[src/rtl/hwpe_cfg_dispatcher_pkg.sv]
// Shared types for the HWPE config-bus dispatcher: command record, FSM states, error codes.
package hwpe_cfg_dispatcher_pkg;

  typedef enum logic [0:0] {
    CmdWrite = 1'b0,
    CmdPoll  = 1'b1
  } cmd_op_e;

  typedef struct packed {
    cmd_op_e     op;
    logic [15:0] offset;
    logic [31:0] data;
    logic [31:0] mask;
  } cmd_t;

  typedef enum logic [1:0] {
    StIdle,
    StReq,
    StWaitRsp,
    StGap
  } state_e;

  typedef enum logic [1:0] {
    ErrNone        = 2'd0,
    ErrPollTimeout = 2'd1,
    ErrIdMismatch  = 2'd2
  } err_code_e;

  // A byte lane is enabled when any bit of the matching mask byte is set.
  function automatic logic [3:0] be_from_mask(input logic [31:0] mask);
    logic [3:0] be;
    for (int k = 0; k < 4; k++) begin
      be[k] = |mask[8*k +: 8];
    end
    return be;
  endfunction

endpackage

[src/rtl/hwpe_cfg_cmd_fifo.sv]
// Command FIFO holding cmd_t records, with synchronous flush, full/empty flags and usage count.
module hwpe_cfg_cmd_fifo
  import hwpe_cfg_dispatcher_pkg::*;
#(
  parameter int unsigned Depth = 4
) (
  input  logic                       clk_i,
  input  logic                       rst_ni,
  input  logic                       flush_i,
  input  logic                       push_i,
  input  cmd_t                       data_i,
  input  logic                       pop_i,
  output cmd_t                       data_o,
  output logic                       full_o,
  output logic                       empty_o,
  output logic [$clog2(Depth):0]     usage_o
);

  localparam int unsigned AddrW = $clog2(Depth);

  cmd_t             mem_q [Depth];
  logic [AddrW-1:0] wr_ptr_q, wr_ptr_d;
  logic [AddrW-1:0] rd_ptr_q, rd_ptr_d;
  logic [AddrW:0]   usage_q, usage_d;

  always_comb begin
    wr_ptr_d = wr_ptr_q;
    rd_ptr_d = rd_ptr_q;
    usage_d  = usage_q;
    if (flush_i) begin
      wr_ptr_d = '0;
      rd_ptr_d = '0;
      usage_d  = '0;
    end else begin
      if (push_i) wr_ptr_d = wr_ptr_q + 1'b1;
      if (pop_i)  rd_ptr_d = rd_ptr_q + 1'b1;
      unique case ({push_i, pop_i})
        2'b10:   usage_d = usage_q + 1'b1;
        2'b01:   usage_d = usage_q - 1'b1;
        default: usage_d = usage_q;
      endcase
    end
  end

  always_ff @(posedge clk_i or negedge rst_ni) begin
    if (!rst_ni) begin
      wr_ptr_q <= '0;
      rd_ptr_q <= '0;
      usage_q  <= '0;
    end else begin
      wr_ptr_q <= wr_ptr_d;
      rd_ptr_q <= rd_ptr_d;
      usage_q  <= usage_d;
    end
  end

  always_ff @(posedge clk_i) begin
    if (push_i && !flush_i) mem_q[wr_ptr_q] <= data_i;
  end

  assign data_o  = mem_q[rd_ptr_q];
  assign full_o  = (usage_q == (AddrW + 1)'(Depth));
  assign empty_o = (usage_q == '0);
  assign usage_o = usage_q;

endmodule

[src/rtl/hwpe_cfg_dispatcher.sv]
// Issues queued WRITE/POLL commands as single transactions on the HWPE peripheral config bus.
// Build macro HWPE_CFG_DISPATCHER_STATS_EN adds saturating write/poll statistics outputs.
module hwpe_cfg_dispatcher
  import hwpe_cfg_dispatcher_pkg::*;
#(
  parameter int unsigned ID_WIDTH   = 8,
  parameter int unsigned FIFO_DEPTH = 4,
  parameter int unsigned MAX_POLL   = 1024,
  parameter int unsigned POLL_GAP   = 4,
  parameter logic [31:0] BASE_ADDR  = 32'h0
) (
  input  logic                clk,
  input  logic                rst_n,
  input  logic                clear_i,
  input  logic                cmd_valid_i,
  output logic                cmd_ready_o,
  input  logic                cmd_op_i,
  input  logic [15:0]         cmd_offset_i,
  input  logic [31:0]         cmd_data_i,
  input  logic [31:0]         cmd_mask_i,
  output logic                cfg_req_o,
  output logic [31:0]         cfg_add_o,
  output logic                cfg_wen_o,
  output logic [3:0]          cfg_be_o,
  output logic [31:0]         cfg_wdata_o,
  output logic [ID_WIDTH-1:0] cfg_id_o,
  input  logic                cfg_gnt_i,
  input  logic                cfg_r_valid_i,
  input  logic [31:0]         cfg_r_rdata_i,
  input  logic [ID_WIDTH-1:0] cfg_r_id_i,
`ifdef HWPE_CFG_DISPATCHER_STATS_EN
  output logic [31:0]         stat_wr_o,
  output logic [31:0]         stat_poll_o,
`endif
  output logic                busy_o,
  output logic                done_o,
  output logic                err_o,
  output logic [1:0]          err_code_o
);

  localparam int unsigned PollW = $clog2(MAX_POLL + 1);
  localparam int unsigned GapW  = (POLL_GAP > 1) ? $clog2(POLL_GAP) : 1;

  state_e              state_q, state_d;
  cmd_t                cmd_q, cmd_d;
  logic [ID_WIDTH-1:0] id_q, id_d;
  logic [ID_WIDTH-1:0] issued_id_q, issued_id_d;
  logic [PollW-1:0]    attempt_q, attempt_d;
  logic [GapW-1:0]     gap_q, gap_d;
  logic                clr_pend_q, clr_pend_d;
  logic                err_q, err_d;
  err_code_e           err_code_q, err_code_d;
  logic                done_q, done_d;

  cmd_t                    fifo_in, fifo_head;
  logic                    push, pop, flush;
  logic                    fifo_full, fifo_empty;
  logic [$clog2(FIFO_DEPTH):0] fifo_usage;
  logic                    push_no_pop;
  logic                    poll_match;

  assign fifo_in = '{op: cmd_op_e'(cmd_op_i), offset: cmd_offset_i,
                     data: cmd_data_i, mask: cmd_mask_i};

  // A full FIFO still accepts when the head is popped in the same cycle.
  assign cmd_ready_o = !fifo_full || pop;
  assign push        = cmd_valid_i && cmd_ready_o && !clear_i;
  // Pop only happens in StIdle, so this form is exact wherever done_d uses it.
  assign push_no_pop = cmd_valid_i && !fifo_full && !clear_i;
  assign poll_match  = ((cfg_r_rdata_i ^ cmd_q.data) & cmd_q.mask) == 32'h0;

  hwpe_cfg_cmd_fifo #(
    .Depth (FIFO_DEPTH)
  ) u_cmd_fifo (
    .clk_i   (clk),
    .rst_ni  (rst_n),
    .flush_i (flush),
    .push_i  (push),
    .data_i  (fifo_in),
    .pop_i   (pop),
    .data_o  (fifo_head),
    .full_o  (fifo_full),
    .empty_o (fifo_empty),
    .usage_o (fifo_usage)
  );

  always_comb begin
    state_d     = state_q;
    cmd_d       = cmd_q;
    id_d        = id_q;
    issued_id_d = issued_id_q;
    attempt_d   = attempt_q;
    gap_d       = gap_q;
    clr_pend_d  = clr_pend_q;
    err_d       = err_q;
    err_code_d  = err_code_q;
    done_d      = 1'b0;
    pop         = 1'b0;
    flush       = 1'b0;

    unique case (state_q)
      StIdle: begin
        if (clear_i) begin
          flush = 1'b1;
        end else if (!fifo_empty && !err_q) begin
          pop       = 1'b1;
          cmd_d     = fifo_head;
          attempt_d = '0;
          state_d   = StReq;
        end
      end
      StReq: begin
        if (clear_i) begin
          flush   = 1'b1;
          state_d = StIdle;
        end else if (cfg_gnt_i) begin
          issued_id_d = id_q;
          id_d        = id_q + 1'b1;
          state_d     = StWaitRsp;
        end
      end
      StWaitRsp: begin
        clr_pend_d = clr_pend_q || clear_i;
        if (cfg_r_valid_i) begin
          state_d    = StIdle;
          clr_pend_d = 1'b0;
          if (clr_pend_q || clear_i) begin
            flush = 1'b1;
          end else if (cfg_r_id_i != issued_id_q) begin
            err_d      = 1'b1;
            err_code_d = ErrIdMismatch;
          end else if (cmd_q.op == CmdWrite || poll_match) begin
            done_d = (fifo_usage == '0) && !push_no_pop;
          end else if (attempt_q == PollW'(MAX_POLL - 1)) begin
            err_d      = 1'b1;
            err_code_d = ErrPollTimeout;
          end else begin
            attempt_d = attempt_q + 1'b1;
            gap_d     = '0;
            state_d   = (POLL_GAP == 0) ? StReq : StGap;
          end
        end
      end
      StGap: begin
        if (clear_i) begin
          flush   = 1'b1;
          state_d = StIdle;
        end else if (gap_q == GapW'(POLL_GAP - 1)) begin
          state_d = StReq;
        end else begin
          gap_d = gap_q + 1'b1;
        end
      end
      default: state_d = StIdle;
    endcase

    if (flush) begin
      err_d      = 1'b0;
      err_code_d = ErrNone;
    end
  end

  always_ff @(posedge clk or negedge rst_n) begin
    if (!rst_n) begin
      state_q     <= StIdle;
      cmd_q       <= '0;
      id_q        <= '0;
      issued_id_q <= '0;
      attempt_q   <= '0;
      gap_q       <= '0;
      clr_pend_q  <= 1'b0;
      err_q       <= 1'b0;
      err_code_q  <= ErrNone;
      done_q      <= 1'b0;
    end else begin
      state_q     <= state_d;
      cmd_q       <= cmd_d;
      id_q        <= id_d;
      issued_id_q <= issued_id_d;
      attempt_q   <= attempt_d;
      gap_q       <= gap_d;
      clr_pend_q  <= clr_pend_d;
      err_q       <= err_d;
      err_code_q  <= err_code_d;
      done_q      <= done_d;
    end
  end

`ifdef HWPE_CFG_DISPATCHER_STATS_EN
  logic [31:0] stat_wr_q, stat_wr_d;
  logic [31:0] stat_poll_q, stat_poll_d;

  always_comb begin
    stat_wr_d   = stat_wr_q;
    stat_poll_d = stat_poll_q;
    if (clear_i) begin
      stat_wr_d   = '0;
      stat_poll_d = '0;
    end else begin
      if (state_q == StWaitRsp && cfg_r_valid_i && !clr_pend_q && cmd_q.op == CmdWrite &&
          cfg_r_id_i == issued_id_q && stat_wr_q != '1) begin
        stat_wr_d = stat_wr_q + 1'b1;
      end
      if (state_q == StReq && cfg_gnt_i && cmd_q.op == CmdPoll && stat_poll_q != '1) begin
        stat_poll_d = stat_poll_q + 1'b1;
      end
    end
  end

  always_ff @(posedge clk or negedge rst_n) begin
    if (!rst_n) begin
      stat_wr_q   <= '0;
      stat_poll_q <= '0;
    end else begin
      stat_wr_q   <= stat_wr_d;
      stat_poll_q <= stat_poll_d;
    end
  end

  assign stat_wr_o   = stat_wr_q;
  assign stat_poll_o = stat_poll_q;
`endif

  // Bus fields are held at zero outside a request so idle outputs match the reset state.
  assign cfg_req_o   = (state_q == StReq);
  assign cfg_add_o   = cfg_req_o ? (BASE_ADDR + {16'h0, cmd_q.offset}) : 32'h0;
  assign cfg_wen_o   = cfg_req_o && (cmd_q.op == CmdPoll);
  assign cfg_be_o    = !cfg_req_o ? 4'h0 :
                       (cmd_q.op == CmdPoll) ? 4'hF : be_from_mask(cmd_q.mask);
  assign cfg_wdata_o = (cfg_req_o && cmd_q.op == CmdWrite) ? cmd_q.data : 32'h0;
  assign cfg_id_o    = cfg_req_o ? id_q : '0;

  assign busy_o     = !fifo_empty || (state_q != StIdle);
  assign done_o     = done_q;
  assign err_o      = err_q;
  assign err_code_o = err_code_q;

endmodule

[config.mk]
export PLATFORM = sky130hd
export DESIGN_NAME = hwpe_cfg_dispatcher
export DESIGN_NICKNAME = d
export VERILOG_FILES = /design/src/rtl/hwpe_cfg_dispatcher_pkg.sv /design/src/rtl/hwpe_cfg_cmd_fifo.sv /design/src/rtl/hwpe_cfg_dispatcher.sv
export SDC_FILE = /design/constraint.sdc
export NUM_CORES = 1
export LEC_CHECK = 0
export ABC_AREA = 1
export BUFFER_PORTS_ARGS = -buffer_cell sky130_fd_sc_hd__buf_2
export CORE_ASPECT_RATIO = 2
export CORE_MARGIN = 2
export CORE_UTILIZATION = 28
export CTS_BUF_LIST = sky130_fd_sc_hd__clkbuf_4
export CTS_CLUSTER_DIAMETER = 60
export DETAILED_ROUTE_END_ITERATION = 10
export GPL_TIMING_DRIVEN = 0
export HOLD_SLACK_MARGIN = 0.05
export SYNTH_ARGS = -nofsm -noshare
export SYNTH_HDL_FRONTEND = slang
export SYNTH_HIERARCHICAL = 1
export SYNTH_SLANG_ARGS = --single-unit
[constraint.sdc]
create_clock -name clk -period 15 [get_ports clk]
set_input_delay 1.5 -clock clk [delete_from_list [all_inputs] [get_ports clk]]
set_output_delay 1.5 -clock clk [all_outputs]
set_load 0.01 [all_outputs]
==> metrics.csv <==
stage;metric;value;unit
place;Place WS;9.39;ns
synth;post-synthesis register bit count;448;
route;antenna-violating nets left;0;
sta;post-route setup slack;9.97;ns
clock_tree;post-CTS setup buffer count;0;
sta;final hold violations;0;
power;Static Leak;0.00913;uW
sta;max frequency;199;MHz
global_routing;vias in the first global route;14200;
flow_run;Max Cap Viol;0;
route;Vias;14000;
synth;Synth Area in Adders;0.578;%
clock_tree;Reg clk slew, reported paths;0.07;ns
clock_tree;Root Buffer;clkbuf_4;
sta;final setup violating endpoints;0;
sta;Slew @ Worst Pin;0.971;ns
sta;TNS Setup;0;ns
floorplanning;# rows;133;
synth;top post-synthesis cells by area;edfxtp_1 52%, dfrtp_1 17%, nand2_1 6.4%, o21ai_0 5.9%, nor2_1 5.4%;
route;drt total wl;59300;um
setup_path;Startpoint Class;input pin;
synth;largest family of logic cells by synthesized area;simple AND/OR/NAND/NOR gates;
final_layout;Fillers;6564;
power;maximum vdd drop;0.0000503;V
clock_tree;CTS max path bufs;3;
floorplanning;core area;65700;um^2
sta;min Tclk post-route;5.03;ns
route;wire length per cell;19.8;um
global_routing;initial antenna violation count;25;
route;drt initial violations;941;
clock_tree;Num CTS Buffers;98;
synth;cell accounting for the most synthesized area;edfxtp_1;
route;DRC Markers;0;
sta;RSZ-0062 raised after global routing;no;
sta;fin. max-slew vios;0;
place;GPL Wtd Cong;0.866;
global_routing;largest net degree at the start of global routing;78;
final_layout;layout net count;2153;
final_layout;share of cells above drive strength 1;21.0;%
status;outcome;completed;
setup_path;crit path max fanout;10;
floorplanning;starting density of the core;28.3;%
place;HPWL after DPL;43900;um
synth;Yosys top cell area share;52.3;%
synth;Syn. warnings;6;
worst_hold_path;hold crit path type;reg2reg;
synth;area share of and/or/nand/nor cells after synthesis;14.8;%
floorplanning;Die Wd;186;um
clock_tree;Skew-Pair Late Insertion Delay;0.85;ns
route;DR pass1 iterations;5;
synth;post-synthesis cell count;1696;
global_routing;GRT Util Overall;16.9;%
floorplanning;Die H;369;um
global_routing;GRT overflow;0;
power;pwr/cell area;170;nW/um^2
synth;Seq/Total Area, Yosys;68.9;%
setup_path;Worst Path Class, Setup;in2out;
place;I/O Buffers;194;
setup_path;Worst EP required;13.50;ns
synth;compound-gate portion of the synthesized area;9.16;%
synth;synth unique cells;38;
synth;mapped cell area;18600;um^2
clock_tree;# resized after CTS;0;
sta;final period utilization;33.5;%
route;vias per cell;4.68;
final_layout;Layout Area Growth over Synthesis;20.2;%
synth;Synth Area in XOR/XNOR;1.03;%
clock_tree;H-Tree Depth;3;
floorplanning;I/O pin cnt;211;
sta;Clock Skews;0.0554;ns
clock_tree;hold_buf cts;0;
synth;Mean Syn Cell Area;11.0;um^2
setup_path;CP endpoint kind;output port;
setup_path;arrival time at the worst endpoint;3.53;ns
sta;max_slew headroom;35.3;%
synth;mux cell area share after synthesis;0;%
clock_tree;CTS Sinks;448;
floorplanning;die area;68700;um^2
clock_tree;TritonCTS clock tree;yes;
global_routing;first-pass GRT wire length;86900;um
## flip-flops by register name, indices dropped and copies added, names as in the netlist
register	count
cmd_q	81
err_code_o	2
u_cmd_fifo/usage_o	3
u_cmd_fifo/rd_ptr_q	2
state_q	2
id_q	8
u_cmd_fifo/mem_q	324
gap_q	2
done_o	1
attempt_q	11
u_cmd_fifo/wr_ptr_q	2
issued_id_q	8
clr_pend_q	1
err_o	1
## where the power goes
group / switching, uW / internal (uW) / total, uW / leakage [uW]
clock: 492 / 463 / 955 / 0.000737
sequential: 123 / 1530 / 1660 / 0.00448
combinational: 831 / 367 / 1200 / 0.00391
total: 1450 / 2360 / 3810 / 0.00913
## cell usage after synthesis, drive strengths merged
library cell	instances
buf	57
clkbuf	40
dfrtp	124
nand3	62
a31oi	4
nor3	5
o22ai	81
nor3b	1
a21oi	8
or2	4
o21ai	225
xor2	17
conb	1
clkinv	2
nor4	10
nor2	271
xnor2	5
fa	1
nor4b	2
o31ai	1
inv	120
edfxtp	324
ha	7
nand2	320
nand4	4
## worst max-delay path: stages
cell and delay (ns):
buf_2 0.12, inv_1 0.14, nand2_1 0.11, nor3_2 0.44, clkinv_1 0.41, clkbuf_1 0.42
nand2_1 0.22, buf_2 0.16
## per-stage QoR
step | cells | total power, uW | hold slack [ns] | utilization (%) | area (um^2)
finish | 2990 | 3810 | 0.476 | 34.1 | 22400
global route | 2987 | 4040 | 0.509 | 34.0 | 22400
CTS | 2977 | 3850 | 0.479 | 34.0 | 22400
detailed placement | 2795 | 2880 | 0.461 | 32.1 | 21100
global placement | 2782 | 2840 | 0.455 | 31.6 | 20700
floorplan | 1711 | 2360 | 0.442 | - | 18700
## area by class of cell
cell class	count	area (um^2)	area share, %
Tap cell	877	1100	4.90
Sequential cell	448	12800	57.3
Multi-Input combinational cell	1044	4850	21.6
Buffer	97	563	2.52
Inverter	122	463	2.07
Timing Repair Buffer	207	1270	5.66
Clock buffer	130	976	4.36
Clock inverter	52	308	1.37
Antenna cell	13	32.5	0.145
## worst paths after layout
path,from,endpoint,slack [ns],cells past startpoint
max reg2reg,u_cmd_fifo/usage_o[0],u_cmd_fifo/mem_q[3][19],10.48,11
min,err_code_o[1],err_code_o[1],0.48,2
min in group asynchronous,rst_n,id_q[3],0.60,1
max in group asynchronous,rst_n,cmd_q[57],13.53,2
max,clear_i,cmd_ready_o,9.97,8
min reg2reg,err_code_o[1],err_code_o[1],0.48,2
## cell usage in the layout, fill, tap and decap left out, types with 4 or more instances in the layout
| cell type | count |
|---|---|
| a31oi_1 | 4 |
| ha_1 | 7 |
| buf_12 | 9 |
| buf_2 | 220 |
| inv_1 | 117 |
| or2_2 | 4 |
| diode_2 | 13 |
| xnor2_1 | 5 |
| conb_1 | 16 |
| nor2_4 | 6 |
| nor4_1 | 9 |
| clkbuf_4 | 130 |
| dfrtp_1 | 124 |
| clkbuf_2 | 6 |
| nor2_1 | 263 |
| clkinv_1 | 35 |
| inv_2 | 4 |
| nand2_1 | 317 |
| clkbuf_1 | 34 |
| clkinv_2 | 8 |
| o21ai_1 | 5 |
| o21ai_0 | 220 |
| a21oi_1 | 8 |
| buf_4 | 19 |
| buf_6 | 11 |
| edfxtp_1 | 324 |
| clkinvlp_4 | 5 |
| buf_16 | 4 |
| xor2_1 | 17 |
| nand3_1 | 62 |
| o22ai_1 | 81 |
## cell families (layout without fill, tap and decap cells)
logic type / after synthesis / count (layout)
AOI/OAI and AO/OA: 319 / 319
xor gates and xnor gates: 22 / 22
adders and majority gates: 8 / 8
buffers and inverters: 219 / 608
DFF: 448 / 448
other: 1 / 29
and+or+nand+nor: 679 / 679
## routing by layer
layer  wire length, um  vias up  global-route usage, %
met4              2600       10                   8.91
li1                  -     6501                      -
met3              3570      131                   3.20
met2             31400      534                   31.6
met5                62        -                      0
met1             21700     6827                   18.0
Note: power is estimated with default switching activity, not from simulation.
